## config.mk

```make
export PLATFORM = sky130hd
export DESIGN_NAME = fetch_queue_flat
export DESIGN_NICKNAME = d
export VERILOG_FILES = /design/src/rtl/fetch_queue_pkg.sv /design/src/rtl/fetch_queue_if.sv /design/src/rtl/fetch_queue_fifo.sv /design/src/rtl/fetch_queue.sv /design/src/flat_wrapper.sv
export SDC_FILE = /design/constraint.sdc
export NUM_CORES = 1
export LEC_CHECK = 0
export ABC_AREA = 0
export BUFFER_PORTS_ARGS = -buffer_cell sky130_fd_sc_hd__buf_2
export CAP_MARGIN = 20
export CELL_PAD_IN_SITES_DETAIL_PLACEMENT = 1
export CELL_PAD_IN_SITES_GLOBAL_PLACEMENT = 1
export CORE_MARGIN = 10
export CORE_UTILIZATION = 42
export DETAILED_ROUTE_END_ITERATION = 12
export PLACE_DENSITY_LB_ADDON = 0.1
export SETUP_SLACK_MARGIN = 0.2
export SKIP_CTS_REPAIR_TIMING = 1
export SLEW_MARGIN = 30
export SYNTH_ARGS = -nofsm -noshare
export SYNTH_HDL_FRONTEND = slang
export SYNTH_SLANG_ARGS = --single-unit
```

## constraint.sdc

```tcl
create_clock -name clk -period 8.1 [get_ports clk]
set_input_delay 0.81 -clock clk [delete_from_list [all_inputs] [get_ports clk]]
set_output_delay 0.81 -clock clk [all_outputs]
set_load 0.02 [all_outputs]
```

## src/rtl/fetch_queue_pkg.sv

```systemverilog
// Shared types and constants for the instruction fetch stage.
// Latency: n/a (types and pure functions only).
// Backpressure: n/a.
package fetch_queue_pkg;

  localparam int XLEN = 32;

  // addi x0, x0, 0 -- shown to decode whenever no instruction is held
  localparam logic [XLEN-1:0] NOP_INSTR = 32'h0000_0013;

  // One buffered fetch: the returned word and the PC it was fetched from
  typedef struct packed {
    logic [XLEN-1:0] instr;
    logic [XLEN-1:0] pc;
  } fetch_entry_t;

  // Instruction addresses are always word aligned; low two bits are dropped
  function automatic logic [XLEN-1:0] word_align(input logic [XLEN-1:0] addr);
    return {addr[XLEN-1:2], 2'b00};
  endfunction

endpackage

```

## src/rtl/fetch_queue_if.sv

```systemverilog
// Fetch-stage bus: imem request/response, execute redirect and decode handshake.
// Latency: n/a (wiring only).
// Backpressure: ReadyD low from decode stalls the head of the fetch queue.
interface fetch_queue_if;
  import fetch_queue_pkg::*;

  logic            ImemReq;
  logic [XLEN-1:0] ImemAddr;
  logic [XLEN-1:0] ImemRData;
  logic            Redirect;
  logic [XLEN-1:0] RedirectPC;
  logic            ValidD;
  logic            ReadyD;
  logic [XLEN-1:0] InstrD;
  logic [XLEN-1:0] PCD;
  logic [XLEN-1:0] PCPlus4D;

  // Fetch stage side
  modport master (
    output ImemReq, ImemAddr,
    input  ImemRData,
    input  Redirect, RedirectPC,
    output ValidD,
    input  ReadyD,
    output InstrD, PCD, PCPlus4D
  );

  // Environment side: instruction memory, execute and decode
  modport slave (
    input  ImemReq, ImemAddr,
    output ImemRData,
    output Redirect, RedirectPC,
    input  ValidD,
    output ReadyD,
    input  InstrD, PCD, PCPlus4D
  );

endinterface

```

## src/rtl/fetch_queue_fifo.sv

```systemverilog
// Small register FIFO of fetch entries with synchronous flush.
// Latency: push visible at head on the next cycle; pop advances head on the next edge.
// Backpressure: push ignored when full unless a pop frees a slot in the same cycle.
module fetch_queue_fifo
  import fetch_queue_pkg::*;
#(
  parameter int DEPTH = 2
) (
  input  logic                     clk,
  input  logic                     reset,
  input  logic                     i_clr,
  input  logic                     i_push,
  input  fetch_entry_t             i_push_dat,
  input  logic                     i_pop,
  output fetch_entry_t             o_head_dat,
  output logic [$clog2(DEPTH):0]   o_count,
  output logic                     o_empty
);

  localparam int AW = $clog2(DEPTH);
  localparam logic [AW-1:0] PTR_ONE  = AW'(1);
  localparam logic [AW:0]   CNT_ONE  = (AW + 1)'(1);
  localparam logic [AW:0]   CNT_FULL = (AW + 1)'(DEPTH);

  fetch_entry_t  r_mem [DEPTH];
  logic [AW-1:0] r_rd_ptr;
  logic [AW-1:0] r_wr_ptr;
  logic [AW:0]   r_count;
  logic          w_full;
  logic          w_push;
  logic          w_pop;

  assign w_full  = (r_count == CNT_FULL);
  assign o_empty = (r_count == '0);
  assign o_count = r_count;
  assign w_pop   = i_pop & ~o_empty;
  // A full queue can still accept a push when the head leaves in the same cycle
  assign w_push  = i_push & (~w_full | w_pop);
  assign o_head_dat = r_mem[r_rd_ptr];

  // Pointer and occupancy tracking; flush returns to empty
  always_ff @(posedge clk) begin
    if (reset || i_clr) begin
      r_rd_ptr <= '0;
      r_wr_ptr <= '0;
      r_count  <= '0;
    end else begin
      if (w_push) r_wr_ptr <= r_wr_ptr + PTR_ONE;
      if (w_pop)  r_rd_ptr <= r_rd_ptr + PTR_ONE;
      case ({w_push, w_pop})
        2'b10:   r_count <= r_count + CNT_ONE;
        2'b01:   r_count <= r_count - CNT_ONE;
        default: r_count <= r_count;
      endcase
    end
  end

  // Entry storage; slots are only meaningful while counted as occupied
  always_ff @(posedge clk) begin
    if (w_push && !reset && !i_clr) r_mem[r_wr_ptr] <= i_push_dat;
  end

endmodule

```

## src/rtl/fetch_queue.sv

```systemverilog
// RV32I fetch stage: owns PCF, requests synchronous imem, queues words for decode.
// Latency: request in cycle 0, ValidD in cycle 2; 1 instr/cycle in steady state.
// Backpressure: ReadyD low holds the head; issue stops when queued+in-flight hits DEPTH.
module fetch_queue
  import fetch_queue_pkg::*;
#(
  parameter logic [XLEN-1:0] RESET_PC = 32'h0000_0000,
  parameter int              DEPTH    = 2
) (
  input  logic          clk,
  input  logic          reset,
  fetch_queue_if.master bus
);

  localparam int AW = $clog2(DEPTH);
  localparam logic [AW+1:0]   OCC_LIMIT = (AW + 2)'(DEPTH);
  localparam logic [XLEN-1:0] PC_STEP   = 32'd4;

  logic [XLEN-1:0] r_pcf;
  logic [XLEN-1:0] r_inflight_pc;
  logic            r_inflight;

  logic            w_pop;
  logic            w_issue;
  logic            w_empty;
  logic [AW:0]     w_count;
  logic [AW+1:0]   w_occ_after_pop;
  fetch_entry_t    w_head;
  fetch_entry_t    w_push_dat;

  // Head leaves when decode accepts it
  assign w_pop = bus.ValidD & bus.ReadyD;

  // Slots that stay committed after this cycle's pop: queued plus the outstanding fetch.
  // Never underflows because a pop implies at least one queued entry.
  assign w_occ_after_pop = {1'b0, w_count}
                         + {{(AW + 1){1'b0}}, r_inflight}
                         - {{(AW + 1){1'b0}}, w_pop};

  // Only fetch when the response is guaranteed a slot; a redirect owns the cycle
  assign w_issue = !reset && !bus.Redirect && (w_occ_after_pop < OCC_LIMIT);

  // The response always lands the cycle after its request; it is tagged with that PC
  assign w_push_dat = '{instr: bus.ImemRData, pc: r_inflight_pc};

  fetch_queue_fifo #(
    .DEPTH (DEPTH)
  ) u_fifo (
    .clk        (clk),
    .reset      (reset),
    .i_clr      (bus.Redirect),
    .i_push     (r_inflight),
    .i_push_dat (w_push_dat),
    .i_pop      (w_pop),
    .o_head_dat (w_head),
    .o_count    (w_count),
    .o_empty    (w_empty)
  );

  // PC sequencing and in-flight tracking; redirect drops the outstanding fetch
  always_ff @(posedge clk) begin
    if (reset) begin
      r_pcf         <= word_align(RESET_PC);
      r_inflight    <= 1'b0;
      r_inflight_pc <= '0;
    end else if (bus.Redirect) begin
      r_pcf         <= word_align(bus.RedirectPC);
      r_inflight    <= 1'b0;
    end else begin
      r_inflight <= w_issue;
      if (w_issue) begin
        r_pcf         <= r_pcf + PC_STEP;
        r_inflight_pc <= r_pcf;
      end
    end
  end

  assign bus.ImemReq  = w_issue;
  assign bus.ImemAddr = r_pcf;

  // Decode outputs come straight from queue registers; idle shows a NOP at PC 0
  assign bus.ValidD   = ~w_empty;
  assign bus.InstrD   = w_empty ? NOP_INSTR : w_head.instr;
  assign bus.PCD      = w_empty ? '0        : w_head.pc;
  assign bus.PCPlus4D = w_empty ? '0        : w_head.pc + PC_STEP;

endmodule

```

## src/flat_wrapper.sv

```systemverilog
// flat-port wrapper written by rule: the top's interface ports become plain ports
module fetch_queue_flat import fetch_queue_pkg::*;
#(
  parameter logic [XLEN-1:0] RESET_PC = 32'h0000_0000,
  parameter int              DEPTH    = 2
)
  (clk, reset, bus_ImemReq, bus_ImemAddr, bus_ImemRData, bus_Redirect, bus_RedirectPC, bus_ValidD, bus_ReadyD, bus_InstrD, bus_PCD, bus_PCPlus4D);
  fetch_queue_if bus_i ();
  input  logic clk;
  input  logic reset;
  output wire logic [$bits(bus_i.ImemReq)-1:0] bus_ImemReq;
  output wire logic [$bits(bus_i.ImemAddr)-1:0] bus_ImemAddr;
  input wire logic [$bits(bus_i.ImemRData)-1:0] bus_ImemRData;
  input wire logic [$bits(bus_i.Redirect)-1:0] bus_Redirect;
  input wire logic [$bits(bus_i.RedirectPC)-1:0] bus_RedirectPC;
  output wire logic [$bits(bus_i.ValidD)-1:0] bus_ValidD;
  input wire logic [$bits(bus_i.ReadyD)-1:0] bus_ReadyD;
  output wire logic [$bits(bus_i.InstrD)-1:0] bus_InstrD;
  output wire logic [$bits(bus_i.PCD)-1:0] bus_PCD;
  output wire logic [$bits(bus_i.PCPlus4D)-1:0] bus_PCPlus4D;
  assign bus_ImemReq = bus_i.ImemReq;
  assign bus_ImemAddr = bus_i.ImemAddr;
  assign bus_i.ImemRData = bus_ImemRData;
  assign bus_i.Redirect = bus_Redirect;
  assign bus_i.RedirectPC = bus_RedirectPC;
  assign bus_ValidD = bus_i.ValidD;
  assign bus_i.ReadyD = bus_ReadyD;
  assign bus_InstrD = bus_i.InstrD;
  assign bus_PCD = bus_i.PCD;
  assign bus_PCPlus4D = bus_i.PCPlus4D;
  fetch_queue #(.RESET_PC(RESET_PC), .DEPTH(DEPTH)) u_core (.clk(clk), .reset(reset), .bus(bus_i));
endmodule
```

# After elaboration in Yosys (flattened, before gate mapping)
# Memories as Yosys holds them, arrays and structs flattened. A register that Yosys moved wholly into a read port is not among the register bits.
# Index checks and enable logic that the tools add are counted.
# Widths: inputs -> output; s select.
# totals
regBits	69
elab_cells	49
mem_count	1
out_inout_bits	130
inputBits	68
romBits	0
latchBits	0
ram_bits	128
# classes
n_bitwise	7
eq_ne	3
multipliers	0
muxes	10
n_lt_le_gt_ge	1
reduce_logical	12
add_sub_neg	8
shifts	0
div	0
# memory_table
memory	words	word_bits	read_ports	rd_clocked_by_memory_dff	wr	line_no	text
u_core.u_fifo.r_mem	2	64	1	1	1	fetch_queue_fifo.sv:25	fetch_entry_t r_mem [DEPTH];
# op_table
op	count
$mux 32	5
$add 32x3->32 const B	2
$eq 2x2->1 const B	2
$logic_and 1x1->1	4
$mux 1	4
$pmux 2 s2	1
$reduce_bool 2->1	2
$add 2x1->3	1
$and 1x1->1	3
$lt 3x2->1 const B	1
$not 1->1	3
$sub 3x1->3	1
$add 1x1->1 const B	2
$add 2x1->2 const B	1
$eq 2x1->1 const B	1
$logic_not 1->1	2
$logic_not 2->1	1
$reduce_and 2->1	1
$reduce_or 2->1	1
$sub 2x1->2 const B	1
$logic_or 1x1->1	1
$or 1x1->1	1

# Logic depth before layout (Yosys ltp)
# logic_depth
depth_word	10
ltp_mapped	15

# Modules after synthesis
# A second synthesis with hierarchy kept.
# unflattened
cells_unflattened	818
area_unflattened_um2	9058.7
# modules_own_cells
mod	area_per_inst_um2	instances	cells_per_inst
fetch_queue_fifo	4848.4	1	227
fetch_queue	4210.3	1	591

# Worst setup path before layout
# No wires, ideal clock.
# synth_timing
path_type	in2reg
start	in bus_Redirect
end	mem u_core.u_fifo.r_mem[0][10] (netlist name) (enable)
path_buffers	2
slack_ns	1.909
arrival_time_ns	5.633
path_stages	4
setup_ns	0.558
t_required_ns	7.542
cell_sequence	clkbuf_1 > or2_2 > clkbuf_1 > nor3_1
# synth_via
elab_chain_len	4
# synth_rtl
element	line_no	text
start: declaration	flat_wrapper.sv:14	input wire logic [$bits(bus_i.Redirect)-1:0] bus_Redirect;
$logic_not 1->1	fetch_queue_fifo.sv:60	if (w_push && !reset && !i_clr) r_mem[r_wr_ptr] <= i_push_dat;
$logic_and 1x1->1	fetch_queue_fifo.sv:60	
$mux 1	fetch_queue_fifo.sv:60	
$mux 1 (implied by the code)	fetch_queue_fifo.sv:60	
end: declaration	fetch_queue_fifo.sv:25	
# No other way between the ends.

# Final worst setup path
# layout_timing
start	reg u_core.u_fifo.r_count[1] (netlist: u_core.u_fifo.o_count[1])
end	out bus_ImemReq
# layout_via
elab_chain_len	6
word_cells_on_any_way	7
cone_classes	2 x add/sub; 1 x order compare; 2 x bitwise; 2 x reduce/logical
# layout_rtl
element	line_no	text
start: declaration	fetch_queue_fifo.sv:28	logic [AW:0] r_count;
start signal: assignment	fetch_queue_fifo.sv:51	2'b10: r_count <= r_count + CNT_ONE;
start signal: assignment	fetch_queue_fifo.sv:52	2'b01: r_count <= r_count - CNT_ONE;
start signal: assignment	fetch_queue_fifo.sv:53	default: r_count <= r_count;
branches (longest 3 deep; another with $add 2x1->3)	-	
$sub 3x1->3 *	fetch_queue.sv:38	- {{(AW + 1){1'b0}}, w_pop};
$lt 3x2->1 *	fetch_queue.sv:41	assign w_issue = !reset && !bus.Redirect && (w_occ_after_pop < OCC_LIMIT);
$logic_and 1x1->1 *	fetch_queue.sv:41	
end: declaration	flat_wrapper.sv:11	output wire logic [$bits(bus_i.ImemReq)-1:0] bus_ImemReq;
# Mark *: on every way between the ends.

==> impl_metrics.env <==
export IMPL_skew_ps=18.3
export IMPL_dieWidth_um=165
export IMPL_ys_warn_count=0
export IMPL_grtUsageMet2_pct=26.6
export IMPL_clk_path_buf_depth=2
export IMPL_areaGrowthSynthToFinish_pct=19.0
export IMPL_cts_root_buffer="clkbuf_16"
export IMPL_synth_simple_gate_area_share_pct=18.6
export IMPL_synth_edf_count=124
export IMPL_busiest_layer="met2"
export IMPL_swShare_pct=25.7
export IMPL_clk_pin_slew_worst_paths_ps=70
export IMPL_drtIter0Drc=317
export IMPL_ys_types=67
export IMPL_fmax_mhz=196
export IMPL_end_kind="primary output"
export IMPL_drc=0
export IMPL_routabilityCongestion=0.793
export IMPL_leakage_nw=3.88
export IMPL_grt_pass1_wl_um=37800
export IMPL_synth_seq_cells=190
export IMPL_viasPerCell=5.30
export IMPL_worst_slew_pin_slew_ps=859
export IMPL_numClockSinks=190
export IMPL_die_area_mm2=0.0273
export IMPL_cp_arrival_ps=4300
export IMPL_p_per_area_mw_per_mm2=200
export IMPL_core_area_mm2=0.0209
export IMPL_peakVddDrop_uv=149
export IMPL_yosysMostFrequentCell="edfxtp_1"
export IMPL_synthCells=820
export IMPL_hpwl_um=17100
export IMPL_grt_max_degree=77
export IMPL_synth_area_leaders="edfxtp_1 42%, dfxtp_1 15%, mux2i_1 6.9%"
export IMPL_p_comb_share_pct=10.1
export IMPL_finalSetupTns_ps=0
export IMPL_maxCapViolations=0
export IMPL_use_met1_pct=24.0
export IMPL_antenna_cells=0
export IMPL_drtAntennaViolNets=0
export IMPL_track_usage_pct=17.3
export IMPL_yosys_area_top_type="edfxtp_1"
export IMPL_fillCellCount=2361
export IMPL_routedWlPerCell_um=18.9
export IMPL_wirelength_um=24100
export IMPL_crit_path_max_fanout=76
export IMPL_cts_tree="built"
export IMPL_start_util_pct=42.3
export IMPL_p_switching_mw=0.541
export IMPL_cts_buffers=17
export IMPL_antenna_found_initial=0
export IMPL_async_flop_share_pct=0
export IMPL_slew_headroom_pct=42.7
export IMPL_synth_xor_area_share_pct=1.78
export IMPL_finalCriticalPeriod_ps=5110
export IMPL_synth_compound_area_share_pct=10.4
export IMPL_ys_seq_area_share_pct=57.0
export IMPL_synth_top_area_share_pct=42.1
export IMPL_setup_viol=0
export IMPL_grt_ovfl_total=0
export IMPL_num_rows=53
export IMPL_intPower_mw=1.56
export IMPL_synth_top_family_by_area="simple AND/OR/NAND/NOR gates"
export IMPL_drv_slew=0
export IMPL_h_tree_depth=4
export IMPL_holdCritPathClass="reg2reg"
export IMPL_portBuffers=189
export IMPL_final_util_pct=50.4
export IMPL_die_h_um=165
export IMPL_status="completed"
export IMPL_timing_final_crit_share_pct=63.1
export IMPL_synth_fa_ha_area_share_pct=0.792
export IMPL_clock_latency_ps=440
export IMPL_synthTopCellsByCount="124 x edfxtp_1, 118 x nand2_1, 90 x nor2_1"
export IMPL_seqPwrFrac_pct=51.3
export IMPL_num_vias=6759
export IMPL_nets=1060
export IMPL_worst_setup_path_start_kind="flop"
export IMPL_muxShareOfSynthArea_pct=7.67
export IMPL_critical_path_class="reg2out"
export IMPL_use_met3_pct=4.12
export IMPL_rsz0062_at_grt="false"
export IMPL_synth_ff_type="edfxtp_1"
export IMPL_grt_pass1_vias=6893
export IMPL_drt_pass1_iterations=4
export IMPL_syn_area_per_cell_um2=10.8
export IMPL_pwr_share_clk_pct=38.5
export IMPL_netlist_area_mm2=0.00885
export IMPL_hold_viol=0
export IMPL_ios=198
export IMPL_cp_required_ps=7290
export IMPL_drive_above_1_share_pct=25.5
-- final timing paths --
check | startpoint | end | slack (ps) | cells after the start
setup / recovery | u_core.u_fifo.o_count[1] | bus_ImemReq | 2990 | 11
hold / removal | u_core.r_inflight_pc[20] | u_core.u_fifo.r_mem[1][20] | 460 | 0
setup reg to reg | u_core.u_fifo.o_count[1] | u_core.bus.ImemAddr[22] | 3550 | 14
hold reg to reg | u_core.r_inflight_pc[20] | u_core.u_fifo.r_mem[1][20] | 460 | 0
-- logic make-up (layout without fill, tap and decap cells) --
| kind of cell | count (synthesis) | count (layout) |
|---|---|---|
| buf+inv | 65 | 240 |
| other cells | 1 | 6 |
| compound gates | 142 | 142 |
| flops | 190 | 190 |
| simple gates | 332 | 332 |
| xor+xnor | 18 | 18 |
| mux | 67 | 67 |
| fa+ha+maj | 5 | 5 |
-- metal layers --
layer  vias up  share of wire, %
li1       3327                 -
met1      3225                48
met2       190                45
met3        17               6.6
met4         0              0.94
met5         -                 0
-- area by class of cell --
type,count,area (um2),area share (%)
tap,275,344,3.27
timing repair buffer,196,998,9.49
clock inverter,10,110,1.05
multi-input combinational,570,3520,33.5
inverter,12,45.0,0.428
sequential,190,5050,48.0
clock buffer,22,454,4.32
-- power groups by stage --
stage	clock [mW]	sequential, mW	combinational [mW]
after floorplan	0	1.10	0.130
after global placement	0	1.10	0.212
after detailed placement	0	1.10	0.216
after CTS	0.829	1.08	0.217
after global routing	0.867	1.08	0.236
final	0.810	1.08	0.213
-- cell usage in the layout, fill, tap and decap left out, types with 11 or more instances in the layout --
cell / Yosys / final
buf_2: 16 / 189
xnor2_1: 12 / 12
nand2_1: 118 / 118
and2_1: 11 / 11
nand4_1: 19 / 19
o21ai_0: 20 / 20
nor3_1: 16 / 14
a21oi_1: 62 / 62
nor2_1: 90 / 89
mux2i_1: 61 / 61
edfxtp_1: 124 / 124
dfxtp_1: 66 / 65
nand3_1: 21 / 20
clkbuf_16: 0 / 17
inv_1: 11 / 11
-- per-stage QoR --
step	cell area (um2)	setup slack (ps)	hold WS (ps)	power (mW)	instances
after floorplan	8860	1910	425	1.23	825
after global placement	9960	3480	434	1.31	1243
after detailed placement	9960	3400	444	1.32	1243
after CTS	10500	2920	462	2.12	1275
after global routing	10500	2690	483	2.18	1275
final	10500	2990	460	2.10	1275
-- worst max-delay path, stage by stage, from the launching register on --
cell and delay (ps):
dfxtp_1 420, nor2_4 110, buf_4 620, inv_1 600, and2_1 350, ha_1 270
nand2b_1 160, fa_1 420, xnor2_1 250, nand3_2 120, inv_2 280, buf_2 240
-- sequential cells by signal (all words and copies together), names as in the netlist, named ones only --
name                    cells
u_core.u_fifo.r_wr_ptr      1
u_core.r_inflight_pc       30
u_core.u_fifo.r_mem       124
u_core.u_fifo.r_rd_ptr      1
u_core.u_fifo.o_count       2
u_core.r_inflight           1
u_core.bus.ImemAddr        30
(Power assumes the default switching activity.)
